<file path="src/rtl/uart_capture_pkg.sv">
// uart_capture_pkg: shared types and helpers for the uart_capture_rx receiver.
//   state_e        - receiver FSM states (PARITY is only reached when
//                    UART_CAPTURE_PARITY_EN is defined)
//   LINE_END_BYTE  - byte value that raises line_done_o when pushed
//   calc_div/half  - clocks per bit and clocks to the middle of the start bit
package uart_capture_pkg;

  typedef enum logic [2:0] {
    ST_IDLE,
    ST_START,
    ST_DATA,
    ST_PARITY,
    ST_STOP,
    ST_BREAK
  } state_e;

  localparam logic [7:0] LINE_END_BYTE = 8'h0A;

  function automatic int calc_div(input int clk_hz, input int baud);
    return clk_hz / baud;
  endfunction

  function automatic int calc_half(input int clk_hz, input int baud);
    return calc_div(clk_hz, baud) / 2;
  endfunction

endpackage

</file>
<file path="src/rtl/uart_capture_fifo.sv">
// uart_capture_fifo: synchronous first-word-fall-through byte FIFO.
//   clk, rst       - clock, synchronous active-high reset (flushes the FIFO)
//   push_i/data_i  - write request and byte; ignored when full unless popping
//   pop_i          - consumer takes the head byte (ignored when empty)
//   data_o         - registered head byte; holds the last value when empty
//   full_o/empty_o - occupancy flags
//   count_o        - occupancy, 0..DEPTH
module uart_capture_fifo #(
  parameter int DEPTH = 16
) (
  input  logic                     clk,
  input  logic                     rst,
  input  logic                     push_i,
  input  logic [7:0]               data_i,
  input  logic                     pop_i,
  output logic [7:0]               data_o,
  output logic                     full_o,
  output logic                     empty_o,
  output logic [$clog2(DEPTH):0]   count_o
);

  localparam int AW = $clog2(DEPTH);
  localparam logic [AW:0] FULL_CNT = (AW+1)'(DEPTH);
  localparam logic [AW:0] ONE_CNT  = (AW+1)'(1);

  if (DEPTH < 2 || (DEPTH & (DEPTH - 1)) != 0) begin : g_depth_check
    $error("uart_capture_fifo: DEPTH must be a power of two and at least 2");
  end

  logic [7:0]    mem_q [DEPTH];
  logic [AW-1:0] wr_ptr_q, wr_ptr_d, rd_ptr_q, rd_ptr_d, rd_next;
  logic [AW:0]   count_q, count_d;
  logic [7:0]    head_q, head_d;
  logic          wr_en, rd_en;

  assign full_o  = (count_q == FULL_CNT);
  assign empty_o = (count_q == '0);
  assign data_o  = head_q;
  assign count_o = count_q;

  always_comb begin
    rd_en    = pop_i && !empty_o;
    // A full FIFO still accepts a write when a pop frees a slot this cycle.
    wr_en    = push_i && (!full_o || rd_en);
    rd_next  = rd_ptr_q + 1'b1;
    wr_ptr_d = wr_en ? wr_ptr_q + 1'b1 : wr_ptr_q;
    rd_ptr_d = rd_en ? rd_next : rd_ptr_q;
    case ({wr_en, rd_en})
      2'b10:   count_d = count_q + 1'b1;
      2'b01:   count_d = count_q - 1'b1;
      default: count_d = count_q;
    endcase
    // Head register: next entry on pop, bypass the write when the slot
    // behind the head is being written in this very cycle.
    head_d = head_q;
    if (rd_en) begin
      if (count_q > ONE_CNT) head_d = mem_q[rd_next];
      else if (wr_en)        head_d = data_i;
    end else if (empty_o && wr_en) begin
      head_d = data_i;
    end
  end

  always_ff @(posedge clk) begin
    if (wr_en) mem_q[wr_ptr_q] <= data_i;
  end

  always_ff @(posedge clk) begin
    if (rst) begin
      wr_ptr_q <= '0;
      rd_ptr_q <= '0;
      count_q  <= '0;
      head_q   <= '0;
    end else begin
      wr_ptr_q <= wr_ptr_d;
      rd_ptr_q <= rd_ptr_d;
      count_q  <= count_d;
      head_q   <= head_d;
    end
  end

endmodule

</file>
<file path="src/rtl/uart_capture_rx.sv">
// uart_capture_rx: 8N1 UART receiver feeding a FWFT byte FIFO.
//   clk, rst        - clock, synchronous active-high reset
//   rx_i, rx_en_i   - serial line (idle high), receiver enable
//   data_o, valid_o, ready_i - FIFO head with valid/ready handshake
//   line_done_o     - pulse in the cycle 0x0A is pushed
//   frame_err_o     - pulse on a low stop bit
//   parity_err_o    - pulse on even-parity mismatch (UART_CAPTURE_PARITY_EN)
//   overflow_o      - sticky, a byte was dropped on a full FIFO
//   fifo_count_o    - FIFO occupancy
// Define UART_CAPTURE_PARITY_EN to add a parity bit between data and stop.
module uart_capture_rx
  import uart_capture_pkg::*;
#(
  parameter int CLK_FREQ_HZ = 25000000,
  parameter int BAUD_RATE   = 3125000,
  parameter int FIFO_DEPTH  = 16
) (
  input  logic                          clk,
  input  logic                          rst,
  input  logic                          rx_i,
  input  logic                          rx_en_i,
  output logic [7:0]                    data_o,
  output logic                          valid_o,
  input  logic                          ready_i,
  output logic                          line_done_o,
  output logic                          frame_err_o,
  output logic                          parity_err_o,
  output logic                          overflow_o,
  output logic [$clog2(FIFO_DEPTH):0]   fifo_count_o
);

  localparam int DIV   = calc_div(CLK_FREQ_HZ, BAUD_RATE);
  localparam int HALF  = calc_half(CLK_FREQ_HZ, BAUD_RATE);
  localparam int CNT_W = $clog2(DIV);
  localparam logic [CNT_W-1:0] DIV_LAST  = CNT_W'(DIV - 1);
  localparam logic [CNT_W-1:0] HALF_LAST = CNT_W'(HALF - 1);

  if (DIV < 4) begin : g_div_check
    $error("uart_capture_rx: CLK_FREQ_HZ/BAUD_RATE must be at least 4");
  end

  state_e           state_q, state_d;
  logic             sync1_q, rx_s_q;
  logic [CNT_W-1:0] cnt_q, cnt_d;
  logic [2:0]       bit_idx_q, bit_idx_d;
  logic [7:0]       shift_q, shift_d;
  logic             push_q, push_d;
  logic             line_done_q, line_done_d;
  logic             frame_err_q, frame_err_d;
  logic             overflow_q, overflow_d;
  logic             par_bad;
  logic             cnt_done;
  logic             fifo_full, fifo_empty;

`ifdef UART_CAPTURE_PARITY_EN
  logic par_bad_q, par_bad_d;
  logic parity_err_q, parity_err_d;
  assign par_bad      = par_bad_q;
  assign parity_err_o = parity_err_q;
`else
  assign par_bad      = 1'b0;
  assign parity_err_o = 1'b0;
`endif

  assign cnt_done = (cnt_q == DIV_LAST);

  always_comb begin
    state_d     = state_q;
    cnt_d       = cnt_q;
    bit_idx_d   = bit_idx_q;
    shift_d     = shift_q;
    push_d      = 1'b0;
    line_done_d = 1'b0;
    frame_err_d = 1'b0;
`ifdef UART_CAPTURE_PARITY_EN
    par_bad_d    = par_bad_q;
    parity_err_d = 1'b0;
`endif
    case (state_q)
      ST_IDLE: begin
        if (!rx_s_q) begin
          state_d = ST_START;
          cnt_d   = '0;
        end
      end
      ST_START: begin
        // Re-check the line mid start bit to reject short low glitches.
        if (cnt_q == HALF_LAST) begin
          cnt_d = '0;
          if (rx_s_q) begin
            state_d = ST_IDLE;
          end else begin
            state_d   = ST_DATA;
            bit_idx_d = '0;
          end
        end else begin
          cnt_d = cnt_q + 1'b1;
        end
      end
      ST_DATA: begin
        if (cnt_done) begin
          cnt_d     = '0;
          shift_d   = {rx_s_q, shift_q[7:1]};
          bit_idx_d = bit_idx_q + 1'b1;
          if (bit_idx_q == 3'd7) begin
`ifdef UART_CAPTURE_PARITY_EN
            state_d = ST_PARITY;
`else
            state_d = ST_STOP;
`endif
          end
        end else begin
          cnt_d = cnt_q + 1'b1;
        end
      end
`ifdef UART_CAPTURE_PARITY_EN
      ST_PARITY: begin
        if (cnt_done) begin
          cnt_d        = '0;
          par_bad_d    = ^{shift_q, rx_s_q};
          parity_err_d = par_bad_d;
          state_d      = ST_STOP;
        end else begin
          cnt_d = cnt_q + 1'b1;
        end
      end
`endif
      ST_STOP: begin
        if (cnt_done) begin
          cnt_d = '0;
          if (rx_s_q) begin
            push_d      = !par_bad;
            line_done_d = !par_bad && (shift_q == LINE_END_BYTE);
            state_d     = ST_IDLE;
          end else begin
            frame_err_d = 1'b1;
            state_d     = ST_BREAK;
          end
        end else begin
          cnt_d = cnt_q + 1'b1;
        end
      end
      ST_BREAK: begin
        // Stay here until the line returns high so a held-low line
        // cannot be mistaken for a stream of 0x00 frames.
        if (rx_s_q) state_d = ST_IDLE;
      end
      default: state_d = ST_IDLE;
    endcase

    if (!rx_en_i) begin
      state_d = ST_IDLE;
      cnt_d   = '0;
    end

    overflow_d = overflow_q | (push_q & fifo_full & ~(ready_i & ~fifo_empty));
  end

  always_ff @(posedge clk) begin
    if (rst) begin
      sync1_q     <= 1'b1;
      rx_s_q      <= 1'b1;
      state_q     <= ST_IDLE;
      cnt_q       <= '0;
      bit_idx_q   <= '0;
      shift_q     <= '0;
      push_q      <= 1'b0;
      line_done_q <= 1'b0;
      frame_err_q <= 1'b0;
      overflow_q  <= 1'b0;
`ifdef UART_CAPTURE_PARITY_EN
      par_bad_q    <= 1'b0;
      parity_err_q <= 1'b0;
`endif
    end else begin
      sync1_q     <= rx_i;
      rx_s_q      <= sync1_q;
      state_q     <= state_d;
      cnt_q       <= cnt_d;
      bit_idx_q   <= bit_idx_d;
      shift_q     <= shift_d;
      push_q      <= push_d;
      line_done_q <= line_done_d;
      frame_err_q <= frame_err_d;
      overflow_q  <= overflow_d;
`ifdef UART_CAPTURE_PARITY_EN
      par_bad_q    <= par_bad_d;
      parity_err_q <= parity_err_d;
`endif
    end
  end

  // shift_q is stable during the push cycle (FSM is back in IDLE).
  uart_capture_fifo #(
    .DEPTH(FIFO_DEPTH)
  ) u_fifo (
    .clk     (clk),
    .rst     (rst),
    .push_i  (push_q),
    .data_i  (shift_q),
    .pop_i   (ready_i),
    .data_o  (data_o),
    .full_o  (fifo_full),
    .empty_o (fifo_empty),
    .count_o (fifo_count_o)
  );

  assign valid_o     = ~fifo_empty;
  assign line_done_o = line_done_q;
  assign frame_err_o = frame_err_q;
  assign overflow_o  = overflow_q;

endmodule

</file>
<file path="config.mk">
export PLATFORM = sky130hd
export DESIGN_NAME = uart_capture_rx
export DESIGN_NICKNAME = d
export VERILOG_FILES = /design/src/rtl/uart_capture_pkg.sv /design/src/rtl/uart_capture_fifo.sv /design/src/rtl/uart_capture_rx.sv
export SDC_FILE = /design/constraint.sdc
export NUM_CORES = 1
export LEC_CHECK = 0
export BUFFER_PORTS_ARGS = -buffer_cell sky130_fd_sc_hd__buf_2
export CORE_UTILIZATION = 66
export DETAILED_ROUTE_END_ITERATION = 7
export HOLD_SLACK_MARGIN = 0.15
export PLACE_DENSITY = 0.89
export SYNTH_ARGS = -nofsm -noshare
export SYNTH_HDL_FRONTEND = slang
export SYNTH_SLANG_ARGS = --single-unit
</file>
<file path="constraint.sdc">
create_clock -name clk -period 4.7 [get_ports clk]
set_clock_uncertainty 0.1 [all_clocks]
set_input_delay 0.47 -clock clk [delete_from_list [all_inputs] [get_ports clk]]
set_output_delay 0.47 -clock clk [all_outputs]
set_load 0.1 [all_outputs]
</file>
**Yosys cells after proc, flatten, opt, wreduce, memory -nomap -nowiden**

Memory sizes are Yosys's and may differ from the RTL's.
Index checks and enable logic that the tools add are counted.

- Flip-flop bits (word level): 44
- Bits in writable memories: 128
- Input bits: 5
- Output and inout port bits: 18
- Logic and storage cells: 97
- Memories kept: 1

Memories:

| name | words | bits a word | read ports | clocked after Yosys merged registers in | wr ports | RTL line | RTL |
|---|---|---|---|---|---|---|---|
| u_fifo.mem_q | 16 | 8 | 1 | 0 | 1 | uart_capture_fifo.sv:30 | `logic [7:0] mem_q [DEPTH];` |

- Add/sub/neg operators: 6
- Order comparisons: 1
- Eq/ne operators: 19
- Muxes and demuxes: 25
- Bitwise logic cells: 10
- Reduce and logical (&&, ||, !) cells: 21

Operators with widths:

| operator | count |
|---|---|
| $mux 3 | 12 |
| $mux 8 | 4 |
| $pmux 3 s5 | 1 |
| $ne 2x2->1 const B | 7 |
| $eq 3x3->1 const B | 4 |
| $pmux 5 s2 | 1 |
| $pmux 3 s3 | 1 |
| $add 4x1->4 const B | 2 |
| $eq 8x4->1 const B | 1 |
| $add 3x1->3 const B | 2 |
| $eq 3x2->1 const B | 2 |
| $not 1->1 | 6 |
| $pmux 3 s2 | 1 |
| $reduce_and 2->1 | 3 |
| $reduce_and 6->1 | 1 |
| $reduce_bool 2->1 | 3 |
| $add 5x1->5 const B | 1 |
| $eq 5x5->1 const B | 1 |
| $gt 5x1->1 const B | 1 |
| $logic_not 5->1 | 1 |
| $sub 5x1->5 const B | 1 |
| $mux 1 | 4 |
| $reduce_and 4->1 | 1 |
| $reduce_or 2->1 | 2 |
| 14 further kinds | 19 |

**Longest topological paths before layout**

- Word-level depth: 8
- Depth in mapped cells: 8
- Depth with buffers taken out: 8

**By module**

From an unflattened synthesis, not the netlist that was laid out.

- Cells, all modules: 519
- Area total of the unflattened synthesis: 7313.3 um^2

Modules (own cells, without submodules):

| module | instances | cells each | area each (um^2) | sequential area each (um^2) |
|---|---|---|---|---|
| uart_capture_fifo | 1 | 400 | 6226.0 | 4264.1 |
| uart_capture_rx | 1 | 119 | 1087.3 | 460.4 |

**Worst setup path before layout**

Ideal clock, no wire load.

- Path type: register to register
- Start: register u_fifo.count_q[0] (netlist: u_fifo.count_o[0])
- End: memory u_fifo.mem_q[3][0] (enable)
- Library setup time: 383 ps
- Arrival: 2791 ps
- Data required time: 4217 ps
- Slack: 1425 ps
- Cell stages (with the launch flop): 7
- Path buffers: 0
- Clock period less this slack: 3275 ps
- Cell sequence: dfxtp_1 inv_1 ha_1 nor3b_2 a21oi_2 nand2_1 nor3_1

- Word-level cells in the longest chain between the ends: 7
- Elaborated cells on any way between the ends: 9
- Classes of those cells: eq/ne (1); mux (2); reduce/logical (6)

RTL lines:

| element | RTL line | RTL |
|---|---|---|
| start: declaration | uart_capture_fifo.sv:32 | `logic [AW:0] count_q, count_d;` |
| start signal: assignment | uart_capture_fifo.sv:77 | `count_q <= count_d;` |
| $logic_not 5->1 | uart_capture_fifo.sv:37 | `assign empty_o = (count_q == '0);` |
| $logic_not 1->1 | uart_capture_fifo.sv:42 | `rd_en = pop_i && !empty_o;` |
| $logic_and 1x1->1 | uart_capture_fifo.sv:42 |  |
| $logic_or 1x1->1 * | uart_capture_fifo.sv:44 | `wr_en = push_i && (!full_o \|\| rd_en);` |
| $logic_and 1x1->1 * | uart_capture_fifo.sv:44 |  |
| $mux 1 * | uart_capture_fifo.sv:65 | `if (wr_en) mem_q[wr_ptr_q] <= data_i;` |
| $mux 1 (implied by the code) * | uart_capture_fifo.sv:65 |  |
| end: declaration | uart_capture_fifo.sv:30 |  |

Every way passes the cells marked *; elsewhere a longest branch is shown, timed or not.

**Final worst setup path**

- Start: register u_fifo.count_q[0] (netlist: u_fifo.count_o[0])
- End: memory u_fifo.mem_q[3][2] (enable)

The elaborated chain is that of the path after synthesis.

==> results by group <==
Synthesis
  – Cell taking the most area after synthesis: edfxtp_1
  – Post-Syn Nets: 537
  – Largest family of logic cells by synthesized area: compound AO/OA/AOI/OAI gates
  – Top cell type's share of synthesized area: 53.3%
  – XOR/XNOR share of the synthesized area: 1.32%
  – Synth warn: 0
  – Leading post-synthesis cells by cell area: edfxtp_1, dfxtp_1, mux4_2, mux2i_1, a21oi_1
  – Number of flops mapped to enable cells by yosys: 128
  – Simple-gate share of the synthesized area: 9.00%
  – Compound-cell area share of the yosys netlist: 10.6%
  – Post-synth top cells: edfxtp_1, a21oi_1, dfxtp_1
  – Share of the yosys chip area belonging to registers: 65.5%
  – Post-Synthesis Cells: 518
  – Mux contribution to synthesized area: 8.90%
  – Async set-reset flop share out of synthesis: 0%
  – Netlist Area Pre-Place: 0.00722 mm²
  – Synthesized-area fraction occupied by adder cells: 2.43%
  – Yosys cell types: 59
  – Count leader, synth: edfxtp_1
  – Mapped Avg Cell Area: 13.9 µm²
  – Most used flip-flop cell after synthesis: edfxtp_1
  – FF+latch count, synth: 172

Pwr
  – P_int: 2.85 mW
  – LEAKAGE: 2.67 nW
  – P_sw: 1.64 mW
  – Sequential power share: 38.4%
  – Clk network pwr share: 29.4%
  – Power per cell area: 564 mW/mm²
  – Switching fraction of total power: 36.5%
  – VDD IR-drop max: 0.510 mV
  – Logic pwr share: 32.2%

STA
  – Pins Over Slew Limit: 0
  – Clock period minus final worst setup slack: 3.28 ns
  – Period utilization: 69.7%
  – Fin. Hold Viols: 0
  – Slew @ Worst Pin: 1.34 ns
  – Final setup fails: 0
  – Final worst slack: 1.42 ns
  – Total Neg Setup Slack: 0 ns
  – RSZ-0062 raised after global routing: false
  – Relative slew slack: 10.3%
  – Fmax achieved: 0.305 GHz

Floorplanning
  – Die width: 107 µm
  – Row cnt: 37
  – I/O pin total: 23
  – Initial Utilization: 69.0%
  – Die Height: 107 µm
  – Total core area: 0.0105 mm²
  – Die area: 0.0114 mm²

GRT
  – Total congestion overflow: 0
  – Initial antenna violation count: 0
  – First-pass GRT wire length: 23,700 µm
  – GRT Resource Usage Total: 29.0%
  – Largest net degree at the start of global routing: 40
  – Vias in the first global route: 4,398

Layout
  – Nets: 555
  – Final cell count without fillers: 685
  – Ratio of cells with drive above 1 in the final layout: 16.0%
  – N_diodes: 0
  – Sequential cell area: 0.00472 mm²
  – Multi-input gate area: 0.00233 mm²
  – Finished Cell Area: 0.00797 mm²
  – Area delta synth->final: 10.5%
  – Fill cells: 593

Hold path
  – Worst hold stages: 3
  – Hold WC Path Type: in -> reg

Placement
  – # placed instances: 651
  – Dpl ws: 1.58 ns
  – IO Port Bufs: 21
  – GPL Wtd Cong: 0.822
  – Cell area after placement: 0.00739 mm²
  – Post-DP HPWL: 9210 µm

Worst setup path
  – Crit path DAT: 3.32 ns
  – Critical path class: reg -> reg
  – R2R depth: 6
  – Worst Setup End Kind: register
  – CP required: 4.75 ns
  – CP Max Fanout: 8
  – Crit start category: register

Clock network
  – CTS tree: built
  – TritonCTS Buffers: 17
  – H-tree lvl count: 4
  – Clk_lat worst skew: 0.54 ns
  – Worst-path clk slew: 0.07 ns
  – CTS sink count: 172
  – CTS root buffer: clkbuf_8
  – Clock tree buffer depth: 2

Route
  – Wire per inst: 22.5 µm
  – DRT antenna net count: 0
  – Detailed-route vias per instance: 6.53
  – Total Wirelength: 15,400 µm
  – Overall via count from detail_route: 4,472
  – 1st-pass router iterations: 5
  – DR iter-0 viols: 483
  – DRC errors left: 0

Outcome
  – Status: completed

Flow run
  – Max_cap viols: 0
metrics by stage:
step / total power, mW / hold slack [ns] / util (%)
global placement: 3.13 / 0.300 / 70.6
CTS: 4.49 / 0.189 / 76.2
finish: 4.50 / 0.228 / 76.2
floorplan: 2.93 / 0.289 / -
global route: 4.65 / 0.218 / 76.2
detailed placement: 3.18 / 0.297 / 70.6
power groups by stage:
stage          Sequential, mW  Combinational [mW]  Clock [mW]
3_3_place_gp             1.75                1.38           0
6_report                 1.73                1.45        1.32
2_1_floorplan            2.08               0.846           0
4_1_cts                  1.73                1.44        1.33
3_5_place_dp             1.76                1.42           0
5_1_grt                  1.73                1.52        1.40
final cells by class:
type	count	area share [%]
well taps	136	2.13
repair buffers	25	1.76
inverters	10	0.471
clock buffers	22	6.21
multi-input cells	310	29.3
clock inverters	10	0.895
flip-flops and latches	172	59.3
critical path, cell delays in order (launching register included):
cell,delay (ns)
dfxtp_1,0.47
inv_1,0.13
ha_1,0.25
nor3b_2,0.21
a21oi_2,0.38
nand2_1,0.27
nor3_1,1.07
path summary, 6_finish.rpt:
check                            startpoint                           end  slack, ns
max          u_fifo.count_o[0]$_SDFFE_PP0P_  u_fifo.mem_q[3][2]$_DFFE_PP_       1.42
min                                 rx_en_i       state_q[1]$_SDFFE_PP0P_       0.23
max reg2reg  u_fifo.count_o[0]$_SDFFE_PP0P_  u_fifo.mem_q[3][2]$_DFFE_PP_       1.42
min reg2reg              sync1_q$_SDFF_PP1_             rx_s_q$_SDFF_PP1_       0.31
sequential cells by signal, indices dropped and copies added, names as in the netlist, 3 cells and up:
| register | count |
|---|---|
| bit_idx_q | 3 |
| cnt_q | 3 |
| shift_q | 8 |
| state_q | 3 |
| u_fifo.count_o | 5 |
| u_fifo.data_o | 8 |
| u_fifo.mem_q | 128 |
| u_fifo.rd_ptr_q | 4 |
| u_fifo.wr_ptr_q | 4 |
logic make-up (layout without fill, tap and decap cells):
family                   Yosys count  count (layout)
XOR/XNOR                          10              10
multiplexers                      44              44
flip-flops                       172             172
other                              1               1
AND/OR/NAND/NOR                  132             132
adder cells (fa/ha/maj)           14              14
AO/OA/AOI/OAI                    109             109
buffers and inverters             36              67
placed cells by master, fill, tap and decap left out, drive strengths merged, types with 2 or more instances in the layout:
cell type and count:
clkinv 2, a21oi 46, nand2b 6, a2111oi 8, and2 4, nand3 6, buf 23, a22oi 18
nor4b 2, dlygate4sd3 2, o21ai 5, inv 18, mux4 16, xnor2 5, nand3b 3, a211oi 15
clkbuf 22, nor3b 2, dfxtp 44, a311oi 2, and3 2, ha 14, o31ai 2, edfxtp 128
nor3 7, xor2 5, a221oi 2, nand2 38, nor2b 13, mux2i 27, a21o 2, or2 3
nand4 3, nor2 40, o22ai 2
per-layer routing:
layer | routed length (µm) | global-route usage (%) | share of wire (%)
met5 | 0 | 0 | 0
met4 | 435 | 13.8 | 2.8
met3 | 1310 | 6.19 | 8.5
met2 | 7920 | 47.2 | 51
met1 | 5720 | 37.4 | 37
what timing repair did:
| item | CTS | global route |
|---|---|---|
| endpoints found under the hold margin | 2 | 0 |
| setup buffers | 0 | 0 |
| hold buffers | 2 | 0 |
| gates resized for setup | 0 | 0 |
(Power assumes the default switching activity.)
